**src/rtl/usr_pkg.sv**
```systemverilog
// Shared definitions for the universal shift register: mode encodings and count width.
package usr_pkg;

    localparam logic [1:0] MODE_HOLD = 2'b00;
    localparam logic [1:0] MODE_SHR  = 2'b01;
    localparam logic [1:0] MODE_SHL  = 2'b10;
    localparam logic [1:0] MODE_LOAD = 2'b11;

    // Bits needed to hold a shift count in the range 0..w
    function automatic int unsigned cnt_w(input int unsigned w);
        return $clog2(w + 1);
    endfunction

endpackage : usr_pkg

```
**src/rtl/usr_bit_slice.sv**
```systemverilog
// One storage bit of the universal shift register: 4:1 mode mux into an enabled DFF
// with synchronous reset to a per-bit value.
module usr_bit_slice
    import usr_pkg::*;
#(
    parameter logic RST_VAL = 1'b0
) (
    input  logic       clk,
    input  logic       rst_i,
    input  logic       en_i,
    input  logic [1:0] mode_i,
    input  logic       d_i,
    input  logic       from_lower_i,   // lower neighbour (or serial-in) used on shift left
    input  logic       from_upper_i,   // upper neighbour (or serial-in) used on shift right
    output logic       q_o
);

    logic q_d;
    logic q_q;

    // Select the next bit value according to the operating mode
    always_comb begin
        q_d = q_q;
        case (mode_i)
            MODE_HOLD: q_d = q_q;
            MODE_SHR:  q_d = from_upper_i;
            MODE_SHL:  q_d = from_lower_i;
            MODE_LOAD: q_d = d_i;
            default:   q_d = q_q;
        endcase
    end

    // Storage flop: reset wins over enable
    always_ff @(posedge clk) begin
        if (rst_i) begin
            q_q <= RST_VAL;
        end else if (en_i) begin
            q_q <= q_d;
        end
    end

    assign q_o = q_q;

endmodule : usr_bit_slice

```
**src/rtl/universal_shift_reg.sv**
```systemverilog
// Universal shift register: hold / shift right / shift left / parallel load, with
// serial ports at both ends and a saturating shift counter with drained flag.
// Optional macro USR_ROTATE_EN adds input rot, which wraps the exiting bit back in.
module universal_shift_reg
    import usr_pkg::*;
#(
    parameter int unsigned      WIDTH     = 8,
    parameter logic [WIDTH-1:0] RESET_VAL = '0
) (
    input  logic                       clk,
    input  logic                       rst,
    input  logic                       en,
    input  logic [1:0]                 mode,
    input  logic [WIDTH-1:0]           d,
    input  logic                       sin_r,
    input  logic                       sin_l,
`ifdef USR_ROTATE_EN
    input  logic                       rot,
`endif
    output logic [WIDTH-1:0]           q,
    output logic                       sout_r,
    output logic                       sout_l,
    output logic [cnt_w(WIDTH)-1:0]    shift_cnt,
    output logic                       drained
);

    localparam int unsigned CW = cnt_w(WIDTH);

    logic [WIDTH-1:0] q_w;
    logic             msb_in;
    logic             lsb_in;
    logic [CW-1:0]    shift_cnt_d;
    logic [CW-1:0]    shift_cnt_q;

    // Bits entering at each end: serial inputs, or the opposite end bit when rotating
`ifdef USR_ROTATE_EN
    always_comb begin
        msb_in = rot ? q_w[0]       : sin_r;
        lsb_in = rot ? q_w[WIDTH-1] : sin_l;
    end
`else
    always_comb begin
        msb_in = sin_r;
        lsb_in = sin_l;
    end
`endif

    // Storage bank, one slice per bit with neighbour wiring
    for (genvar i = 0; i < WIDTH; i++) begin : g_bit
        logic from_lower;
        logic from_upper;

        if (i == 0) begin : g_lsb
            assign from_lower = lsb_in;
        end else begin : g_mid_lo
            assign from_lower = q_w[i-1];
        end

        if (i == WIDTH - 1) begin : g_msb
            assign from_upper = msb_in;
        end else begin : g_mid_hi
            assign from_upper = q_w[i+1];
        end

        usr_bit_slice #(
            .RST_VAL (RESET_VAL[i])
        ) u_slice (
            .clk          (clk),
            .rst_i        (rst),
            .en_i         (en),
            .mode_i       (mode),
            .d_i          (d[i]),
            .from_lower_i (from_lower),
            .from_upper_i (from_upper),
            .q_o          (q_w[i])
        );
    end

    // Shift counter next state: count shifts up to WIDTH, clear on load
    always_comb begin
        shift_cnt_d = shift_cnt_q;
        case (mode)
            MODE_SHR, MODE_SHL: begin
                if (shift_cnt_q != CW'(WIDTH)) begin
                    shift_cnt_d = shift_cnt_q + CW'(1);
                end
            end
            MODE_LOAD: shift_cnt_d = '0;
            default:   shift_cnt_d = shift_cnt_q;
        endcase
    end

    // Shift counter register
    always_ff @(posedge clk) begin
        if (rst) begin
            shift_cnt_q <= '0;
        end else if (en) begin
            shift_cnt_q <= shift_cnt_d;
        end
    end

    assign q         = q_w;
    assign sout_r    = q_w[0];
    assign sout_l    = q_w[WIDTH-1];
    assign shift_cnt = shift_cnt_q;
    assign drained   = (shift_cnt_q == CW'(WIDTH));

endmodule : universal_shift_reg

```
**config.mk**
```make
export PLATFORM = sky130hd
export DESIGN_NAME = universal_shift_reg
export DESIGN_NICKNAME = d
export VERILOG_FILES = /design/src/rtl/usr_pkg.sv /design/src/rtl/usr_bit_slice.sv /design/src/rtl/universal_shift_reg.sv
export SDC_FILE = /design/constraint.sdc
export NUM_CORES = 1
export LEC_CHECK = 0
export CORE_MARGIN = 1
export CORE_UTILIZATION = 60
export CTS_CLUSTER_DIAMETER = 100
export DETAILED_ROUTE_END_ITERATION = 12
export DONT_BUFFER_PORTS = 1
export HOLD_SLACK_MARGIN = 0.05
export PLACE_DENSITY = 0.83
export SLEW_MARGIN = 15
export SYNTH_ARGS = -nofsm -noshare
export SYNTH_HDL_FRONTEND = slang
export SYNTH_HIERARCHICAL = 1
export SYNTH_SLANG_ARGS = --single-unit
```
**constraint.sdc**
```tcl
create_clock -name clk -period 2 [get_ports clk]
set_input_delay 0.4 -clock clk [delete_from_list [all_inputs] [get_ports clk]]
set_output_delay 0.4 -clock clk [all_outputs]
set_load 0.02 [all_outputs]
```
==> results.tsv, run 1 <==
metric	value	unit
worst_slack	0.438	ns
ctsResizeCount	0	
viasPerCell	6.67	
grt_max_degree	27	
gr-total-overflow	0	
crit_required	1.60	ns
max_freq	640	MHz
fin_area	906	um2
max-vdd-ir-drop	0.368	mV
coreArea	0.00133	mm2
io_buffers	0	
start_kind	register	
hold_path_class	primary input to register	
final_core_util	67.9	%
crit_slowest_cell	dfxtp_1	
dr_total_vias	727	
antenna_found_initial	0	
final_common_cell	dfxtp_1	
cap_violations	0	
finalPower	0.576	mW
die-area	0.00161	mm2
hpwl	1.20	mm
finClkSkew	0.00247	ns
pin_count	30	
placed_cells	105	
worstMarginPinSlew	0.335	ns
ant_nets	0	
ys_warn_count	6	
cts_made_buffers	3	
drt-total-wl	1.72	mm
die_w	40.2	um
h-tree-depth	1	
drt-initial-drc-count	9	
syn_inst	93	
nets	113	
cts_root_buf	clkbuf_4	
cts.reportedPaths.clkPinSlew	0.08	ns
post_cts_buffers	0	
final.period_utilization	78.1	%
syn_area	873	um2
seq_area	240	um2
drive_above_1_share	19.1	%
place_ws	0.357	ns
slew_headroom	77.6	%
grt_usage	23.9	%
cp_common_cell	inv_1	
diodes	0	
dieHeight	40.2	um
clockBufferDepth	2	
syn_avg_cell_area	9.39	um2
initial_utilization	65.5	%
rows	13	
final_cell_mix	12 x dfxtp_1, 11 x inv_1, 11 x o21ai_0	
cts_sinks	12	
ys_seq_area_share	27.5	%
setup-violations-final	0	
multi_input_area	532	um2
min_period	1.56	ns
synth_cell_types	20	
dr.pass1.iters	4	
drv_slew	0	
cp.arrival	1.16	ns
grt_pass1_wl	2.59	mm
avgRoutedWirePerCell	15.8	um
clk_latency	0.27	ns
hold_path_depth	1	
stdcell_count	109	
drc	0	
critPathKind	register to output pin	
syn_nets	111	
leakage	0.362	nW
end_kind	output pin	
max_stage_delay	0.31	ns
hold_viol_final	0	
status	complete, no violations	
power_per_cell_area	635	mW/mm2
placed_area	870	um2
syn_to_final_growth	3.72	%
grt_pass1_vias	641	
holdWs	0.191	ns
ctsHoldBuffers	0	
r2r_cells	5	
fillers	114	
ys_ff_latch	12	
cp_cell_sequence	inv_1 -> ha_1 -> nand3b_1 -> inv_1	
gp_congestion	0.661	
setup_tns	0	ns
critPathMaxFanout	3	
rsz0062_at_grt	no	
cts_tree	done	
-- power by group --
| part | total [mW] | switching [mW] | leakage (nW) | internal [mW] |
|---|---|---|---|---|
| clock | 0.193 | 0.0827 | 0.0210 | 0.110 |
| sequential | 0.278 | 0.0241 | 0.0987 | 0.254 |
| combinational | 0.104 | 0.0523 | 0.242 | 0.0518 |
-- flip-flops by register name, summed over array words and instances, names as in the netlist --
| signal | cells |
|---|---|
| g_bit.u_slice/q_o | 8 |
| shift_cnt | 4 |
-- final timing paths --
path | startpoint | end | slack [ns]
max | shift_cnt[0] | drained | 0.44
min | rst | shift_cnt[3] | 0.19
max reg2reg | shift_cnt[0] | shift_cnt[1] | 0.47
min reg2reg | shift_cnt[0] | shift_cnt[0] | 0.56
-- Yosys cell counts --
library cell	instances	area share, %
and3b_1	1	1.0
o31ai_1	1	0.86
a31oi_1	2	1.4
a311o_1	8	9.2
o21ai_0	11	6.3
ha_1	3	4.3
o21ai_1	1	0.57
nor3_1	2	1.1
dfxtp_1	12	28
inv_1	11	4.7
mux2i_1	8	9.2
nand3b_1	1	0.86
and4bb_1	8	11
or4b_1	1	1.1
nand3_1	2	1.1
a21oi_2	8	8.0
a21oi_1	3	1.7
or3b_1	1	1.0
and4b_4	1	1.6
buf_4	8	6.9
-- logic make-up after synthesis --
group,Yosys count,synth area share [%]
buffers and inverters,19,11.6
multiplexers,8,9.17
flip-flops,12,27.5
adder cells (fa/ha/maj),3,4.30
AO/OA/AOI/OAI,34,28.1
AND/OR/NAND/NOR,17,19.3
-- critical path: cells and delay by family (launching register included) --
kind | cells | cell delay (ns)
flops | 1 | 0.31
simple gates | 1 | 0.12
fa+ha+maj | 1 | 0.19
buf+inv | 2 | 0.27
-- area by class of cell --
type,count,area share (%)
Timing Repair Buffer,5,4.14
Tap cell,15,2.07
Clock buffer,4,4.01
Multi-Input combinational cell,62,58.7
Inverter,11,4.56
Sequential cell,12,26.5
-- metal layers --
| metal | up-vias | share of wire [%] | global-route usage (%) | wire length [um] |
|---|---|---|---|---|
| li1 | 354 | - | - | - |
| met1 | 340 | 46 | 27.9 | 784 |
| met2 | 31 | 47 | 37.9 | 809 |
| met3 | 2 | 6.4 | 9.44 | 110 |
| met4 | 0 | 0.70 | 11.2 | 12 |
| met5 | - | 0 | 0 | 0 |
Note: power is estimated with default switching activity, not from simulation.
==> inputs of run 2 (changes only) <==
==> constraint.sdc (replaced) <==
create_clock -name clk -period 1.45 [get_ports clk]
set_input_delay 0.29 -clock clk [delete_from_list [all_inputs] [get_ports clk]]
set_output_delay 0.29 -clock clk [all_outputs]
set_load 0.02 [all_outputs]
==> results.tsv, run 2 (synthesis results as in run 1) <==
metric	value	unit
status	complete, no violations	
h-tree-depth	1	
dieHeight	40.2	um
worstMarginPinSlew	0.243	ns
hold_viol_final	0	
min_period	1.44	ns
start_kind	register	
slew_headroom	83.7	%
end_kind	register	
finClkSkew	0.00312	ns
crit_slowest_cell	or4b_4	
critPathKind	register to register	
largest_reg_flops	8	
io_buffers	0	
grt_usage	24.0	%
drt-total-wl	1.89	mm
dr_total_vias	759	
setup-violations-final	0	
cp.arrival	1.65	ns
gr-total-overflow	0	
gp_congestion	0.612	
hold_path_depth	1	
hold_path_class	primary input to register	
drv_slew	0	
power_per_cell_area	808	mW/mm2
avgRoutedWirePerCell	15.9	um
dr.pass1.iters	4	
worst_r2r_startpoint	shift_cnt[0]	
clk_latency	0.27	ns
final_common_cell	buf_4	
hpwl	1.30	mm
worst_slack	0.0102	ns
die_w	40.2	um
die-area	0.00161	mm2
max-vdd-ir-drop	0.645	mV
rows	13	
cts.reportedPaths.clkPinSlew	0.08	ns
place_ws	0.0259	ns
ant_nets	0	
grt_max_degree	27	
cp_cell_sequence	inv_4 -> ha_4 -> and4b_4 -> or4b_4 -> a21oi_2	
drt-initial-drc-count	11	
cts_sinks	12	
drc	0	
diodes	0	
grt_pass1_wl	2.53	mm
viasPerCell	6.38	
max_freq	695	MHz
coreArea	0.00133	mm2
cap_violations	0	
min_to	shift_cnt[0]	
antenna_found_initial	0	
worstReg2RegEnd	shift_cnt[1]	
min_from	rst	
clockBufferDepth	2	
post_cts_buffers	0	
cts_made_buffers	3	
max_stage_delay	0.51	ns
leakage	0.417	nW
drive_above_1_share	34.6	%
rsz0062_at_grt	yes	
initial_utilization	65.5	%
syn_to_final_growth	17.9	%
r2r_cells	5	
cts_tree	done	
final_cell_mix	13 x buf_4, 11 x o21ai_0, 10 x dfxtp_1	
cts_root_buf	clkbuf_4	
reg2reg_slack	0.01	ns
crit_required	1.66	ns
pin_count	30	
critPathMaxFanout	2	
setup_tns	0	ns
final.period_utilization	99.3	%
grt_pass1_vias	630	
nets	123	
finalPower	0.832	mW
==> run 2: worst max path at each step <==
stage	from	endpoint	slack, ns	cells past startpoint
finish	shift_cnt[0]	shift_cnt[1]	0.01	5
global route	shift_cnt[0]	shift_cnt[1]	-0.05	5
CTS	shift_cnt[0]	shift_cnt[1]	0.009	5
detailed placement	shift_cnt[0]	shift_cnt[1]	0.03	5
global placement	shift_cnt[0]	shift_cnt[1]	0.06	5
floorplan	shift_cnt[1]	shift_cnt[1]	-0.01	5
==> run 2: metal layers <==
layer / global-route usage, % / part of all wire, % / up-vias
li1: - / - / 376
met1: 29.0 / 47 / 358
met2: 38.3 / 48 / 25
met3: 8.33 / 4.9 / 0
met4: 9.48 / 0 / 0
met5: 0 / 0 / -
==> run 2: what timing repair did <==
item,in CTS,in global routing
setup endpoints to repair,1,2
hold buffers,0,1
resized for setup,1,3
pin swaps,0,3
cloned,0,0
hold endpoints to repair,0,1
==> run 2: area by class of cell <==
type / count / area (um2)
fillers: 105 / 304
flip-flops and latches: 12 / 248
well taps: 15 / 18.8
repair buffers: 15 / 119
clock buffers: 4 / 36.3
multi-input cells: 62 / 564
inverters: 11 / 43.8
==> run 2: report_power, final <==
| part | switching [mW] | internal (mW) |
|---|---|---|
| combinational | 0.0994 | 0.0998 |
| clock | 0.116 | 0.153 |
| sequential | 0.0153 | 0.349 |
==> run 2: metrics by stage <==
stage / util, % / cell area (um2) / std cells / hold slack (ns)
final: 77.2 / 1030 / 119 / 0.0730
after global routing: 77.2 / 1030 / 119 / 0.0582
after CTS: 75.6 / 1010 / 118 / 0.0624
after detailed placement: 72.9 / 972 / 114 / 0.358
after global placement: 72.9 / 972 / 114 / 0.352
after floorplan: - / 908 / 93 / 0.349
==> run 2: worst max-delay path, delay by kind of cell, from the launching register on <==
kind / cells / cell delay (ns)
simple gates: 2 / 0.68
flops: 1 / 0.36
fa+ha+maj: 1 / 0.15
compound gates: 1 / 0.14
buf+inv: 1 / 0.04
==> inputs of run 3 (changes only) <==
--- a/config.mk
+++ b/config.mk
@@ -5,15 +5,14 @@
 export SDC_FILE = /design/constraint.sdc
 export NUM_CORES = 1
 export LEC_CHECK = 0
-export CORE_MARGIN = 1
-export CORE_UTILIZATION = 60
+export CORE_AREA = 2 2 39 41
 export CTS_CLUSTER_DIAMETER = 100
 export DETAILED_ROUTE_END_ITERATION = 12
+export DIE_AREA = 0 0 41 43
 export DONT_BUFFER_PORTS = 1
 export HOLD_SLACK_MARGIN = 0.05
-export PLACE_DENSITY = 0.83
+export PLACE_DENSITY = 0.76
 export SLEW_MARGIN = 15
 export SYNTH_ARGS = -nofsm -noshare
 export SYNTH_HDL_FRONTEND = slang
-export SYNTH_HIERARCHICAL = 1
 export SYNTH_SLANG_ARGS = --single-unit
==> constraint.sdc (replaced) <==
create_clock -name clk -period 1.9 [get_ports clk]
set_input_delay 0.38 -clock clk [delete_from_list [all_inputs] [get_ports clk]]
set_output_delay 0.38 -clock clk [all_outputs]
set_load 0.02 [all_outputs]
==> results.tsv, run 3 <==
metric	value	unit
status	complete, no violations	
final.period_utilization	85.4	%
fillers	136	
max_freq	616	MHz
grt_max_degree	17	
start_kind	register	
syn_area	711	um2
cts.reportedPaths.clkPinSlew	0.08	ns
dr_total_vias	636	
ctsHoldBuffers	0	
multi_input_area	377	um2
setup_tns	0	ns
reg2reg_slack	0.36	ns
cts_root_buf	clkbuf_4	
ant_nets	0	
drc	0	
h-tree-depth	1	
gp_congestion	0.790	
rsz0062_at_grt	no	
cts_tree	done	
power_frac_comb	13.2	%
io_buffers	0	
antenna_found_initial	0	
hold_path_class	primary input to register	
holdWs	0.168	ns
drv_slew	0	
post_cts_buffers	0	
cp.arrival	1.24	ns
rows	14	
grt_pass1_wl	2.45	mm
max-vdd-ir-drop	0.367	mV
grt_pass1_vias	612	
worstMarginPinSlew	0.491	ns
final_cell_mix	12 x o21ai_0, 12 x dfxtp_1, 10 x a31oi_1	
seq_area	240	um2
fin_area	741	um2
nets	107	
coreArea	0.00138	mm2
syn_avg_cell_area	8.17	um2
critPathKind	register to output pin	
syn_to_final_growth	4.23	%
power_per_cell_area	785	mW/mm2
ys_warn_count	0	
cts_made_buffers	3	
ctsResizeCount	0	
crit_required	1.52	ns
critPathMaxFanout	5	
placed_area	704	um2
diodes	0	
cap_violations	0	
p_switching	0.167	mW
pin_count	30	
end_kind	output pin	
ys_seq_area_share	33.8	%
finalPower	0.582	mW
min_period	1.62	ns
grt_usage	20.3	%
netlist_top_cells_count	12 x dfxtp_1, 12 x o21ai_0, 10 x a31oi_1	
synth-edff-count	0	
leakage	0.290	nW
finClkSkew	0.00573	ns
p_seq_share	51.9	%
async_reset_ff_share	0	%
synth_area_leaders	dfxtp_1 34%, a31oi_1 8.8%, ha_1 8.8%	
largest_reg_flops	8	
drive_above_1_share	12.8	%
avgRoutedWirePerCell	14.4	um
clockBufferDepth	2	
slew_headroom	67.1	%
yosys.area.top_type_share	33.8	%
drt-total-wl	1.47	mm
hpwl	1.12	mm
setup-violations-final	0	
hold_viol_final	0	
syn_nets	107	
initial_utilization	51.4	%
synth_cell_types	20	
drt-initial-drc-count	11	
ys_ff_latch	12	
viasPerCell	6.24	
p_clk_share	34.9	%
die_w	41	um
intPower	0.414	mW
yosysTopAreaCell	dfxtp_1	
gr-total-overflow	0	
dr.pass1.iters	4	
syn_inst	87	
swShare	28.8	%
clk_latency	0.27	ns
cts_sinks	12	
ys.flop_type	dfxtp_1	
dieHeight	43	um
die-area	0.00176	mm2
## run 3: metal layers
metal  global-route usage (%)  vias up  part of all wire, %
met2                     31.9       33                   49
met4                     10.0        0                  1.2
met5                        0        -                    0
li1                         -      314                    -
met1                     22.7      287                   42
met3                     7.85        2                  7.6
## run 3: cells by family (layout without fill, tap and decap cells)
logic type      count (synthesis)  after routing  synth area share, %
compound gates                 34             34                 29.6
simple gates                   19             19                 14.6
buf+inv                        17             16                 13.2
flops                          12             12                 33.8
fa+ha+maj                       5              5                 8.80
## run 3: area by class of cell
cell class | count | share of cell area, %
well taps | 16 | 2.70
inverters | 6 | 3.04
multi-input cells | 58 | 50.8
clock buffers | 4 | 4.90
flip-flops and latches | 12 | 32.4
repair buffers | 6 | 6.08
## run 3: power groups by stage
stage	clock [mW]	combinational [mW]	sequential, mW
floorplan	0	0.0870	0.292
global placement	0	0.0731	0.308
detailed placement	0	0.0758	0.308
CTS	0.207	0.0763	0.302
global route	0.222	0.0868	0.306
finish	0.203	0.0767	0.302
## run 3: worst paths after layout
| path | depth (start not counted) | start | endpoint |
|---|---|---|---|
| max | 2 | shift_cnt[3] | drained |
| min | 1 | rst | shift_cnt[1] |
| max reg2reg | 5 | shift_cnt[0] | shift_cnt[1] |
| min reg2reg | 3 | shift_cnt[0] | shift_cnt[0] |
## run 3: worst max-delay path, cell delays in order, from the launching register on
cell      delay, ns
dfxtp_1        0.53
nand3b_1       0.23
inv_1          0.21
## run 3: metrics by stage
stage               util, %  worst slack [ns]  instances
floorplan                 -             0.231         87
global placement       50.9             0.269         98
detailed placement     50.9             0.201         98
CTS                    53.5             0.284        102
global route           53.5             0.182        102
finish                 53.5             0.277        102
